### config.mk
export PLATFORM = sky130hd
export DESIGN_NAME = cu_microsequencer
export DESIGN_NICKNAME = d
export VERILOG_FILES = /design/src/rtl/cu_microsequencer.sv
export SDC_FILE = /design/constraint.sdc
export NUM_CORES = 1
export LEC_CHECK = 0
export ABC_CLOCK_PERIOD_IN_PS = 2050
export BUFFER_PORTS_ARGS = -buffer_cell sky130_fd_sc_hd__buf_4
export CORE_UTILIZATION = 51
export DETAILED_ROUTE_END_ITERATION = 7
export PLACE_DENSITY = 0.83
export SYNTH_ARGS = -nofsm -noshare
export SYNTH_HDL_FRONTEND = slang
export SYNTH_SLANG_ARGS = --single-unit
### constraint.sdc
create_clock -name clk -period 2.05 [get_ports clk]
set_input_delay 0.41 -clock clk [delete_from_list [all_inputs] [get_ports clk]]
set_output_delay 0.41 -clock clk [all_outputs]
set_load 0.02 [all_outputs]
### src/rtl/cu_microsequencer.sv
`default_nettype none
// +----------------------------------------------------------------------------+
// | cu_microsequencer: micro-address sequencer with dispatch, jump, call/ret.  |
// | Optional CU_SEQ_COND_EN adds conditional branch (bcc/cond). Rev 1.0        |
// +----------------------------------------------------------------------------+
module cu_microsequencer #(
  parameter int OPCODE_BITS     = 2,
  parameter int N               = 4,
  parameter int FETCH_ADDR      = 0,
  parameter int DISPATCH_BASE   = 3,
  parameter int DISPATCH_STRIDE = 2,
  parameter int STACK_DEPTH     = 2
) (
  input  logic                   clk,
  input  logic                   clr_n,
  input  logic                   restart,
  input  logic                   load,
  input  logic                   inc,
  input  logic                   jmp,
  input  logic                   call,
  input  logic                   ret,
`ifdef CU_SEQ_COND_EN
  input  logic                   bcc,
  input  logic                   cond,
`endif
  input  logic [OPCODE_BITS-1:0] opcode,
  input  logic [N-1:0]           target,
  output logic [N-1:0]           q,
  output logic                   stack_empty,
  output logic                   stack_full,
  output logic                   err
);

  localparam int SPW = $clog2(STACK_DEPTH + 1);
  localparam int DW  = N + OPCODE_BITS + 1;
  localparam logic [SPW-1:0] c_sp_full     = SPW'(STACK_DEPTH);
  localparam logic [N-1:0]   c_fetch       = N'(FETCH_ADDR);
  localparam logic [DW-1:0]  c_disp_base   = DW'(DISPATCH_BASE);
  localparam logic [DW-1:0]  c_disp_stride = DW'(DISPATCH_STRIDE);

  logic [N-1:0]   r_q;
  logic [SPW-1:0] r_sp;
  logic           r_err;
  logic [N-1:0]   r_stack [STACK_DEPTH];

  logic [N-1:0]   w_q_nxt;
  logic [N-1:0]   w_q_inc;
  logic [N-1:0]   w_top;
  logic [SPW-1:0] w_sp_nxt;
  logic           w_err_nxt;
  logic           w_push;
  logic           w_empty;
  logic           w_full;
  logic [DW-1:0]  w_disp;

  assign w_q_inc = r_q + N'(1);
  assign w_empty = (r_sp == '0);
  assign w_full  = (r_sp == c_sp_full);
  // Dispatch is computed wide enough to never overflow, then truncated to N bits.
  assign w_disp  = c_disp_base + DW'(opcode) * c_disp_stride;

  always_comb begin
    w_top = '0;
    for (int i = 0; i < STACK_DEPTH; i++) begin
      if (r_sp == SPW'(i + 1)) w_top = r_stack[i];
    end
  end

  always_comb begin
    w_q_nxt   = r_q;
    w_sp_nxt  = r_sp;
    w_err_nxt = r_err;
    w_push    = 1'b0;
    if (restart) begin
      w_q_nxt  = c_fetch;
      w_sp_nxt = '0;
    end else if (ret) begin
      if (w_empty) begin
        w_q_nxt   = c_fetch;
        w_err_nxt = 1'b1;
      end else begin
        w_q_nxt  = w_top;
        w_sp_nxt = r_sp - SPW'(1);
      end
    end else if (call) begin
      if (w_full) begin
        w_err_nxt = 1'b1;
      end else begin
        w_push   = 1'b1;
        w_q_nxt  = target;
        w_sp_nxt = r_sp + SPW'(1);
      end
    end else if (jmp) begin
      w_q_nxt = target;
`ifdef CU_SEQ_COND_EN
    end else if (bcc) begin
      w_q_nxt = cond ? target : w_q_inc;
`endif
    end else if (load) begin
      w_q_nxt = w_disp[N-1:0];
    end else if (inc) begin
      w_q_nxt = w_q_inc;
    end
  end

  always_ff @(posedge clk) begin
    if (!clr_n) begin
      r_q   <= c_fetch;
      r_sp  <= '0;
      r_err <= 1'b0;
    end else begin
      r_q   <= w_q_nxt;
      r_sp  <= w_sp_nxt;
      r_err <= w_err_nxt;
    end
  end

  // Stack contents are never reset; only the pointer defines validity.
  for (genvar gi = 0; gi < STACK_DEPTH; gi++) begin : g_stack
    always_ff @(posedge clk) begin
      if (clr_n && w_push && (r_sp == SPW'(gi))) r_stack[gi] <= w_q_inc;
    end
  end

  assign q           = r_q;
  assign stack_empty = w_empty;
  assign stack_full  = w_full;
  assign err         = r_err;

endmodule
`default_nettype wire

==> summary.md, run 1 <==
| Metric | Value |
|---|---|
| Core Area | `1560 sq um` |
| Gr ovfl total | `0` |
| Final hold vios | `0` |
| Area leader, netlist | `edfxtp_1` |
| Critical Path RT | `1.64 ns` |
| Clock network fraction of total power | `0.277` |
| Port buffer count | `20` |
| ANT nets after route | `0` |
| Fmax | `562 MHz` |
| Synthesized area per cell | `10.3 sq um` |
| Via count | `744` |
| Antenna Cells | `0` |
| Synth unique cells | `37` |
| Crit share post-route | `0.869` |
| Share of cells above drive strength 1 | `0.290` |
| Drt wl/cell | `15.9 um` |
| Internal | `0.453 mW` |
| Relative slew slack | `0.728` |
| Post_cts resized | `0` |
| Synth async-reset ratio | `0` |
| Crit-path max FO | `11` |
| Post-synthesis cell area | `875 sq um` |
| Synth cell count leaders | `edfxtp_1 (8), dfxtp_1 (7), nand2_1 (6)` |
| FF+latch count, synth | `15` |
| Switching fraction of total power | `0.259` |
| Worst-Skew Late Latency | `0.29 ns` |
| CP Class | `reg -> out` |
| Shortest period the worst path allows | `1.78 ns` |
| Total clock sinks | `15` |
| Seq/Total Area, Yosys | `0.435` |
| Setup WS post-layout | `0.269 ns` |
| Postcts setup bufs | `0` |
| Post-detail-place hpwl | `1540 um` |
| P&R area growth vs syn | `19.9%` |
| Die Height | `43.4 um` |
| Unrepaired setup endpoints after global routing | `false` |
| CTS Hold Buffers Added | `0` |
| Prevailing post-synth register cell | `edfxtp_1` |
| I/O pin count | `21` |
| Die area | `1880 sq um` |
| Worst setup SP type | `flop` |
| Pins Over Slew Limit | `0` |
| Worst-margin pin slew | `0.408 ns` |
| CTS Root Cell | `clkbuf_4` |
| Post-route DRC violation count | `0` |
| Synthesized net count | `104` |
| Drt pass-1 iters | `4` |
| Vias in the first global route | `667` |
| WP data arrival | `1.37 ns` |
| Post-place setup slack | `0.377 ns` |
| Hold crit path type | `in -> reg` |
| H-tree lvl count | `1` |
| Final core utilization | `0.673` |
| Post-synth top area share | `0.275` |
| Leak | `0.408 nW` |
| Via density | `6.05` |
| Max Cap Viol | `0` |
| Final Wtd Congestion | `0.792` |
| Reg power frac | `0.539` |
| Die X | `43.4 um` |
| Crit end category | `output pin` |
| Gr usage total | `0.228` |
| P_sw | `0.159 mW` |
| Final WL | `1960 um` |
| Post-synth EDFFs | `8` |
| Final setup fails | `0` |
| Syn Inst Count | `85` |
| R2R Setup Slk | `0.35 ns` |
| Cell Pwr Density | `584 nW/um^2` |
| Status | `complete, no violations` |
| Setup TNS | `0 ns` |
| CTS tree | `yes` |
| Count leader, synth | `edfxtp_1` |
| Final #Nets | `127` |
| Clock Pin Slew Worst Setup and Hold Paths | `0.08 ns` |
| Clock buffer depth | `2` |
| Num CTS Buffers | `3` |
| Largest net degree at the start of global routing | `12` |
| Clock skew | `0.00602 ns` |
| Synth area leaders | `edfxtp_1 (27%), dfxtp_1 (16%), ha_1 (7.2%)` |
| Maximum VDD drop | `0.459 mV` |
| First-pass GRT wire length | `3060 um` |
| Tot Pwr | `0.612 mW` |
| DRT iter0 DRCs | `21` |
| Initial Util | `0.561` |
| Yosys warns | `0` |
| Row cnt | `14` |
| Initial antenna violation count | `0` |
| Logic pwr share | `0.185` |
[final timing paths]
kind	from	to	depth (start not counted)
worst min register to register	err$_SDFFE_PN0P_	err$_SDFFE_PN0P_	1
worst max register to register	r_sp[0]$_SDFFE_PP0P_	r_stack[0][1]$_DFFE_PP_	4
worst min-delay path	clr_n	err$_SDFFE_PN0P_	2
worst max-delay path	r_sp[0]$_SDFFE_PP0P_	stack_full	3
[kinds of logic after synthesis]
| group | after synthesis | share of synthesized area |
|---|---|---|
| mux | 1 | 0.0114 |
| xor+xnor | 3 | 0.0300 |
| buf+inv | 6 | 0.0429 |
| compound gates | 23 | 0.179 |
| fa+ha+maj | 5 | 0.0715 |
| simple gates | 32 | 0.230 |
| flops | 15 | 0.435 |
[stage by stage]
| step | std cells | area, sq um | hold slack [ns] |
|---|---|---|---|
| floorplan | 85 | 875 | 0.504 |
| global placement | 119 | 1020 | 0.449 |
| detailed placement | 119 | 1020 | 0.457 |
| CTS | 123 | 1050 | 0.340 |
| global route | 123 | 1050 | 0.339 |
| finish | 123 | 1050 | 0.340 |
[critical path: stages, from the launching register on]
cell and delay, ns:
dfxtp_1 0.33, inv_1 0.11, ha_1 0.42, buf_4 0.22
[sequential cells by signal, summed over array words and instances, names as in the netlist]
signal and count:
r_stack 8, q 4, r_sp 2, err 1
[routing by layer]
layer,vias to the layer above,share of wire,GRT usage
met5,-,0,0
met4,0,0.020,0.0938
met3,5,0.040,0.0375
met2,28,0.52,0.412
met1,354,0.42,0.266
li1,357,-,-
[placed cells by master, fill, tap and decap left out, types with 2 or more instances in the layout]
master,synthesis,final
nor2_2,2,2
xnor2_1,2,2
buf_4,0,20
and3_1,2,2
a21oi_1,4,4
o211ai_1,2,2
nand2b_1,5,5
inv_1,4,4
nand2_1,6,6
nand3b_1,2,2
a31oi_1,2,2
ha_1,5,5
o21ai_0,4,4
edfxtp_1,8,8
dfxtp_1,7,7
nor2_1,5,5
clkbuf_4,0,3
o21ai_1,3,3
[layout make-up]
| type | count | area [sq um] |
|---|---|---|
| Inverter | 4 | 15.0 |
| Clock buffer | 4 | 26.3 |
| Multi-Input combinational cell | 64 | 457 |
| Tap cell | 16 | 20.0 |
| Fill cell | 143 | 510 |
| Sequential cell | 15 | 380 |
| Timing Repair Buffer | 20 | 150 |
[power by group through the flow]
stage	Combinational [mW]	Sequential (mW)	Clock [mW]
2_1_floorplan	0.0609	0.340	0
3_3_place_gp	0.108	0.336	0
3_5_place_dp	0.112	0.336	0
4_1_cts	0.112	0.330	0.173
5_1_grt	0.122	0.330	0.187
6_report	0.113	0.330	0.169
Power figures use the tool's default switching activity.
==> run 2: changes to the inputs <==
--- a/config.mk
+++ b/config.mk
@@ -5,11 +5,12 @@
 export SDC_FILE = /design/constraint.sdc
 export NUM_CORES = 1
 export LEC_CHECK = 0
+export ABC_AREA = 1
 export ABC_CLOCK_PERIOD_IN_PS = 2050
 export BUFFER_PORTS_ARGS = -buffer_cell sky130_fd_sc_hd__buf_4
 export CORE_UTILIZATION = 51
 export DETAILED_ROUTE_END_ITERATION = 7
-export PLACE_DENSITY = 0.83
+export PLACE_DENSITY = 0.82
 export SYNTH_ARGS = -nofsm -noshare
 export SYNTH_HDL_FRONTEND = slang
 export SYNTH_SLANG_ARGS = --single-unit
==> summary.md, run 2 <==
| Metric | Value |
|---|---|
| Synth cell count leaders | `nand2_1 (25), inv_1 (12), nor2_1 (12), nand3_1 (9), edfxtp_1 (8)` |
| Relative slew slack | `0.646` |
| Most flop-heavy register | `r_stack` |
| Post-detail-place hpwl | `1550 um` |
| Final setup fails | `0` |
| Die Height | `43.9 um` |
| Crit-path max FO | `8` |
| Postcts setup bufs | `0` |
| Drt pass-1 iters | `4` |
| Total clock sinks | `15` |
| WP data arrival | `1.77 ns` |
| Gr usage total | `0.236` |
| CTS tree | `yes` |
| R2R Setup Slk | `0.21 ns` |
| Die area | `1930 sq um` |
| Unrepaired setup endpoints after global routing | `false` |
| Reg power frac | `0.525` |
| Cell Pwr Density | `572 nW/um^2` |
| Clock network fraction of total power | `0.271` |
| Max FFs per register | `8` |
| Worst-Skew Late Latency | `0.29 ns` |
| Critical Path RT | `1.99 ns` |
| Clock buffer depth | `2` |
| Post-synth EDFFs | `8` |
| Largest net degree at the start of global routing | `11` |
| Worst setup SP type | `flop` |
| Cell chain of the critical path | `inv_1, ha_1, inv_2, nand3_2, nor3b_1` |
| FF+latch count, synth | `15` |
| Logic pwr share | `0.204` |
| Clock skew | `0.00285 ns` |
| Antenna Cells | `0` |
| Synthesized area per cell | `8.07 sq um` |
| Synthesized net count | `130` |
| CP Class | `reg -> reg` |
| Max Cap Viol | `0` |
| Syn Inst Count | `111` |
| WP buf/inv | `2` |
| Count leader, synth | `nand2_1` |
| Most common cell after layout, fill and taps aside | `nand2_1` |
| Seq/Total Area, Yosys | `0.425` |
| Hold crit path type | `in -> reg` |
| Row cnt | `14` |
| First-pass GRT wire length | `3240 um` |
| Shortest period the worst path allows | `1.84 ns` |
| Final Non-Filler Cells | `153` |
| CTS Hold Buffers Added | `0` |
| Synth area leaders | `edfxtp_1 (27%), dfxtp_1 (16%), nand2_1 (10%)` |
| DRT iter0 DRCs | `23` |
| CP peak stage delay | `0.48 ns` |
| CTS Root Cell | `clkbuf_4` |
| Initial Util | `0.568` |
| Crit share post-route | `0.897` |
| Prevailing post-synth register cell | `edfxtp_1` |
| Gr ovfl total | `0` |
| ANT nets after route | `0` |
| Clock Pin Slew Worst Setup and Hold Paths | `0.08 ns` |
| Vias in the first global route | `775` |
| Critical path's top delay family | `simple AND/OR/NAND/NOR gates` |
| Post_cts resized | `0` |
| Post-route DRC violation count | `0` |
| Switching fraction of total power | `0.279` |
| Crit end category | `flop` |
| Inst Count DP | `149` |
| Share of cells above drive strength 1 | `0.277` |
| Area leader, netlist | `edfxtp_1` |
| Final WL | `1950 um` |
| Final core utilization | `0.702` |
| Slowest cell on crit path | `nor3b_1` |
| Core Area | `1580 sq um` |
| P&R area growth vs syn | `23.6%` |
| Synth async-reset ratio | `0` |
| Drt wl/cell | `12.7 um` |
| Internal | `0.457 mW` |
| Via count | `830` |
| I/O pin count | `21` |
| Final hold vios | `0` |
| Yosys warns | `0` |
| Maximum VDD drop | `0.401 mV` |
| H-tree lvl count | `1` |
| Synth unique cells | `26` |
| Port buffer count | `20` |
| Worst-margin pin slew | `0.530 ns` |
| Post-synth top area share | `0.268` |
| Leak | `0.514 nW` |
| Via density | `5.42` |
| Commonest non-fill, non-tap cells in the layout | `nand2_1 (25), buf_4 (22), inv_1 (12), nor2_1 (12), nand3_1 (9)` |
| Initial antenna violation count | `0` |
| Setup TNS | `0 ns` |
| Pins Over Slew Limit | `0` |
| Fmax | `544 MHz` |
| Final #Nets | `157` |
| Status | `complete, no violations` |
| Num CTS Buffers | `3` |
| P_sw | `0.177 mW` |
| Post-synthesis cell area | `896 sq um` |
| Die X | `43.9 um` |
| Final Wtd Congestion | `0.871` |
[run 2: cell count changes after synthesis, moves of 5 or more]
cell / previous run / this run
nand2b_1: 5 / 0
nor2_1: 5 / 12
inv_1: 4 / 12
nand3_1: 1 / 9
nand2_1: 6 / 25
[run 2: logic make-up after synthesis]
logic type,count (synthesis),synth area share
flops,15,0.425
xor+xnor,1,0.00978
buf+inv,14,0.0614
compound gates,15,0.106
fa+ha+maj,5,0.0698
simple gates,61,0.328
[run 2: power groups by stage]
stage	sequential, mW	combinational, mW	clock, mW
floorplan	0.344	0.0709	0
global placement	0.339	0.126	0
detailed placement	0.339	0.128	0
CTS	0.332	0.129	0.175
global route	0.334	0.142	0.188
finish	0.332	0.129	0.172
[run 2: metrics by stage]
stage          setup slack, ns  instance area [sq um]  power, mW  hold slack (ns)
5_1_grt                 0.0894                   1110      0.664            0.353
3_5_place_dp             0.260                   1080      0.468            0.470
2_1_floorplan            0.315                    896      0.415            0.450
4_1_cts                  0.240                   1110      0.636            0.344
6_report                 0.212                   1110      0.633            0.345
3_3_place_gp             0.342                   1080      0.465            0.457
[run 2: per-layer routing]
metal / vias up / GRT usage / wire length, um
li1: 424 / - / -
met1: 372 / 0.275 / 828
met3: 5 / 0.0708 / 124
met5: - / 0 / 0
met4: 0 / 0.115 / 31
met2: 29 / 0.394 / 966
[run 2: worst paths after layout]
kind,cells after the start,from,end
worst min-delay path,2,clr_n,err$_SDFFE_PN0P_
worst max-delay path,5,r_sp[0]$_SDFFE_PP0P_,r_stack[0][7]$_DFFE_PP_
worst max register to register,5,r_sp[0]$_SDFFE_PP0P_,r_stack[0][7]$_DFFE_PP_
worst min register to register,1,err$_SDFFE_PN0P_,err$_SDFFE_PN0P_
[run 2: cell type report]
class                   count  area [sq um]
clock buffers               4          26.3
fillers                   136           469
inverters                  14          55.1
multi-input cells          82           460
flip-flops and latches     15           380
well taps                  16          20.0
repair buffers             22           165
